### src/rtl/wb_rr_arbiter2.sv
// -----------------------------------------------------------------------------
// wb_rr_arbiter2
//   Two-master round-robin arbiter for a classic (B3) Wishbone slave bus, with
//   a bus watchdog that turns a silent slave into an err for the owning master.
//   m0 is the picorv32 core; m1 is the HPS-side debug/bridge master.
//
// Handshake: a master requests and holds the bus with cyc. A beat is offered
// while cyc & stb are high and completes in the cycle ack or err is high.
// The owner keeps the bus for as long as its cyc stays high, so locked and
// multi-beat cycles are never split between masters.
//
// Ports
//   wb_clk, wb_rst          bus clock, asynchronous active-high reset
//   m0_*_i / m0_*_o         master 0 request side / response side
//   m1_*_i / m1_*_o         master 1 request side / response side
//   s_*_o / s_*_i           shared slave bus
//   grant_o                 registered FSM state, one-hot owner (bit0 = m0),
//                           00 = idle; doubles as the FSM debug view
//   timeout_o               one-cycle pulse when the watchdog aborts a beat
// -----------------------------------------------------------------------------
module wb_rr_arbiter2 #(
  parameter int AW      = 32,
  parameter int DW      = 32,
  parameter int TIMEOUT = 255
) (
  input  logic            wb_clk,
  input  logic            wb_rst,
  input  logic [AW-1:0]   m0_adr_i,
  input  logic [DW-1:0]   m0_dat_i,
  input  logic [DW/8-1:0] m0_sel_i,
  input  logic            m0_we_i,
  input  logic            m0_cyc_i,
  input  logic            m0_stb_i,
  output logic [DW-1:0]   m0_dat_o,
  output logic            m0_ack_o,
  output logic            m0_err_o,
  input  logic [AW-1:0]   m1_adr_i,
  input  logic [DW-1:0]   m1_dat_i,
  input  logic [DW/8-1:0] m1_sel_i,
  input  logic            m1_we_i,
  input  logic            m1_cyc_i,
  input  logic            m1_stb_i,
  output logic [DW-1:0]   m1_dat_o,
  output logic            m1_ack_o,
  output logic            m1_err_o,
  output logic [AW-1:0]   s_adr_o,
  output logic [DW-1:0]   s_dat_o,
  output logic [DW/8-1:0] s_sel_o,
  output logic            s_we_o,
  output logic            s_cyc_o,
  output logic            s_stb_o,
  input  logic [DW-1:0]   s_dat_i,
  input  logic            s_ack_i,
  input  logic            s_err_i,
  output logic [1:0]      grant_o,
  output logic            timeout_o
);

  // Counter must hold TIMEOUT itself; keep at least one bit when disabled.
  localparam int CW = (TIMEOUT > 0) ? $clog2(TIMEOUT + 1) : 1;
  localparam logic [CW-1:0] TO_VAL = CW'(TIMEOUT);
  localparam bit WD_ON = (TIMEOUT > 0);

  typedef enum logic [1:0] {
    IDLE = 2'b00,
    OWN0 = 2'b01,
    OWN1 = 2'b10
  } state_t;

  state_t        state, state_nxt;
  logic          last;      // index of the master that owned the bus last
  logic [CW-1:0] wd_cnt;
  logic          own_cyc, own_stb;
  logic          wd_wait, wd_err;

  // Next-state: a grant always passes through IDLE, giving one dead cycle
  // between owners.
  always_comb begin
    state_nxt = state;
    case (state)
      IDLE: begin
        if (m0_cyc_i && m1_cyc_i) state_nxt = last ? OWN0 : OWN1;
        else if (m0_cyc_i)        state_nxt = OWN0;
        else if (m1_cyc_i)        state_nxt = OWN1;
      end
      OWN0:    if (!m0_cyc_i) state_nxt = IDLE;
      OWN1:    if (!m1_cyc_i) state_nxt = IDLE;
      default: state_nxt = IDLE;
    endcase
  end

  // Routing and responses, all combinational from the registered owner.
  always_comb begin
    s_adr_o  = m0_adr_i;
    s_dat_o  = m0_dat_i;
    s_sel_o  = m0_sel_i;
    s_we_o   = m0_we_i;
    own_cyc  = 1'b0;
    own_stb  = 1'b0;
    if (state == OWN1) begin
      s_adr_o = m1_adr_i;
      s_dat_o = m1_dat_i;
      s_sel_o = m1_sel_i;
      s_we_o  = m1_we_i;
      own_cyc = m1_cyc_i;
      own_stb = m1_stb_i;
    end else if (state == OWN0) begin
      own_cyc = m0_cyc_i;
      own_stb = m0_stb_i;
    end

    // Beat outstanding with no response this cycle. A response arriving on
    // the deadline cycle suppresses the watchdog.
    wd_wait = own_cyc && own_stb && !s_ack_i && !s_err_i;
    wd_err  = WD_ON && wd_wait && (wd_cnt == TO_VAL);

    // On a watchdog abort the slave sees the cycle withdrawn.
    s_cyc_o = own_cyc && !wd_err;
    s_stb_o = own_stb && !wd_err;

    m0_ack_o  = (state == OWN0) && s_ack_i;
    m0_err_o  = (state == OWN0) && (s_err_i || wd_err);
    m1_ack_o  = (state == OWN1) && s_ack_i;
    m1_err_o  = (state == OWN1) && (s_err_i || wd_err);
    m0_dat_o  = s_dat_i;
    m1_dat_o  = s_dat_i;
    timeout_o = wd_err;
    grant_o   = state;
  end

  always_ff @(posedge wb_clk or posedge wb_rst) begin
    if (wb_rst) begin
      state  <= IDLE;
      last   <= 1'b1;   // first contest after reset goes to m0
      wd_cnt <= '0;
    end else begin
      state <= state_nxt;
      if (state == OWN0 && !m0_cyc_i) last <= 1'b0;
      if (state == OWN1 && !m1_cyc_i) last <= 1'b1;

      if (state_nxt != state || s_ack_i || s_err_i || wd_err)
        wd_cnt <= '0;
      else if (WD_ON && wd_wait)
        wd_cnt <= wd_cnt + 1'b1;
    end
  end

endmodule

### config.mk
export PLATFORM = sky130hd
export DESIGN_NAME = wb_rr_arbiter2
export DESIGN_NICKNAME = d
export VERILOG_FILES = /design/src/rtl/wb_rr_arbiter2.sv
export SDC_FILE = /design/constraint.sdc
export NUM_CORES = 1
export LEC_CHECK = 0
export BUFFER_PORTS_ARGS = -buffer_cell sky130_fd_sc_hd__clkbuf_2
export CAP_MARGIN = 20
export CELL_PAD_IN_SITES_DETAIL_PLACEMENT = 0
export CELL_PAD_IN_SITES_GLOBAL_PLACEMENT = 2
export CORE_UTILIZATION = 12
export CTS_BUF_LIST = sky130_fd_sc_hd__clkbuf_4
export CTS_CLUSTER_DIAMETER = 80
export DETAILED_ROUTE_END_ITERATION = 12
export GPL_ROUTABILITY_DRIVEN = 0
export HOLD_SLACK_MARGIN = 0.1
export PLACE_DENSITY = 0.95
export SYNTH_ARGS = -nofsm -noshare
export SYNTH_HDL_FRONTEND = slang
export SYNTH_SLANG_ARGS = --single-unit
### constraint.sdc
create_clock -name wb_clk -period 2.9 [get_ports wb_clk]
set_input_delay 0.58 -clock wb_clk [delete_from_list [all_inputs] [get_ports wb_clk]]
set_output_delay 0.58 -clock wb_clk [all_outputs]
set_load 0.01 [all_outputs]
==> flow_summary.yaml <==
die:
  start_util_pct: 12.3
  pin_count: 320
  die_y_um: 132
  die_x_um: 132
  core.rowCount: 47
  core-area_um2: 16600
  dieArea_um2: 17500
place:
  hpwl_um: 6260
  portBuffers: 223
cts:
  cts_root_buf: "clkbuf_4"
  insertion_delay_ns: 0.26
  cts_tree: "done"
  clkTransAtPathRegs_ns: 0.07
  cts_buffers: 3
  cts.sinks: 11
  cts.path.max_buffers: 2
  cts_max_level: 1
  holdBufCountCts: 0
grt:
  grt_pass1_wl_um: 11200
  antenna_found_initial: 0
  grt_max_degree: 43
  gr-total-overflow: 0
  grt_pass1_vias: 2300
  grt_usage_pct: 7.82
synth:
  ys.warnings.count: 0
  syn_area_um2: 2040
  synth_area_leaders: "nand2_1 39%, buf_4 24%, dfrtp_1 12%, clkbuf_1 2.9%, xnor2_1 2.6%"
  synth_top_area_share_pct: 39.4
  ys_seq_elements: 11
  avgSynthCellArea_um2: 5.58
  syn_inst: 366
  seq_area_frac_synth_pct: 13.5
  syn_nets: 545
  synth_area_leader_cell: "nand2_1"
  synthDistinctLibCells: 32
worst_setup_path:
  cp-end-kind: "output port"
  worstSetupPathType: "reg2out"
  r2r_slack_ns: 1.11
  arrival_ns: 2.06
  crit_fanout: 10
  startpoint_type: "flip-flop"
  worstPathRequired_ns: 2.32
sta:
  period_minus_slack_ns: 2.64
  finalHoldViolCount: 0
  fin_hold_ws_ns: 0.280
  final.period_utilization_pct: 91.1
  setup_viol: 0
  fin_tns_setup_ns: 0
  tightest_slew_ns: 0.495
  relSlewSlack_pct: 66.9
  rsz0062_at_grt: "false"
  fmax_mhz: 379
  finClkSkew_ns: 0.00390
  slew_viol_final: 0
cells_and_area:
  n_fill_cell: 1915
  final_common_cell: "clkbuf_2"
  drive_above_1_share_pct: 46.6
  area_delta_synth_final_pct: 46.5
  multi_input_area_um2: 1220
  seqCellArea_um2: 277
  insertedDiodeCount: 0
  most-common-layout-cells: "223 x clkbuf_2, 213 x nand2_1, 12 x nor2_1"
  nets: 699
pwr:
  power.density_nw_per_um2: 361
  totalPowerFinal_mw: 1.08
  p_leak_nw: 1.86
  peakVddDrop_v: 0.000121
drt:
  final_antenna_net_count: 0
  wl_um: 7510
  firstDrtPassIters: 4
  via_per_inst: 3.53
  route.detailed.drc: 0
  avgRoutedWirePerCell_um: 10.2
  first_iter_violations: 155
  vias: 2612
worst_hold_path:
  min_path_type: "in2async"
status:
  status: "finished, final reports clean"
job:
  maxCapViolations: 0
timing repair:
item	in CTS	in global routing
endpoints found under the setup margin	0	1
resized for setup	0	2
setup buffers	0	2
report_power, final:
part           total [mW]  internal, mW  switching, mW
sequential          0.194         0.171         0.0231
combinational       0.779         0.321          0.457
clock               0.108        0.0624         0.0460
sequential cells by signal, indices dropped and copies added (netlist names):
register and cells:
grant_o 2, last 1, wd_cnt 8
layer usage:
metal	vias up	routed length, um	GRT usage (%)
met1	1058	3090	9.31
met3	27	713	1.65
met4	0	187	3.26
met5	-	0	0
met2	159	3520	13.6
li1	1368	-	-
path summary, 6_finish.rpt:
path                        endpoint  startpoint  cells past startpoint
max                         m0_err_o  grant_o[0]                      5
min                        wd_cnt[5]      wb_rst                      2
min reg2reg                     last        last                      2
max in group asynchronous       last      wb_rst                      2
max reg2reg                wd_cnt[5]  grant_o[1]                      4
min in group wb_clk             last        last                      2
Yosys cell counts:
library cell  count
dfstp_2           1
nand4_1           2
and2_1            1
nor2_1           12
a21oi_1           6
ha_1              1
a2111oi_1         1
buf_4            64
nand4b_2          2
nor2b_1           2
o211ai_1          1
o21a_1            1
clkbuf_1         16
a2111oi_2         1
or2_1             1
a211oi_1          3
o21ai_0           1
nor3b_1           2
dfrtp_1          10
nor3_1            1
buf_6             1
or2_4             1
xnor2_1           6
inv_1             4
nand2_1         214
nand2b_1          1
a31o_1            1
o21ai_1           1
a2111oi_4         1
nand3b_1          2
nand3_1           4
or4_1             1
area by class of cell:
class	instances	area share [%]
multi-input cells	270	41.0
repair buffers	230	39.1
flip-flops and latches	11	9.25
well taps	220	9.21
clock buffers	4	1.00
inverters	4	0.502
worst max-delay path: stages (launching register included):
cell and delay, ns:
dfrtp_1 0.57, nand4b_4 0.22, a2111oi_4 0.45, nor2_1 0.15, nor3_1 0.22, clkbuf_2 0.18
per-stage QoR:
step	setup WS [ns]	cell area [um^2]	cells	util [%]
final	0.258	2990	739	18.0
after global routing	0.0659	2990	739	18.0
after CTS	0.0314	2960	737	17.8
after detailed placement	0.222	2930	733	17.7
after global placement	0.354	2930	733	17.7
after floorplan	0.486	2040	366	-
logic make-up after synthesis:
| group | after synthesis | synth area share, % |
|---|---|---|
| AOI/OAI and AO/OA | 17 | 6.81 |
| DFF | 11 | 13.6 |
| xor gates and xnor gates | 6 | 2.58 |
| adders and majority gates | 1 | 0.613 |
| and+or+nand+nor | 246 | 48.7 |
| buffers and inverters | 85 | 27.8 |
(Power assumes the default switching activity.)
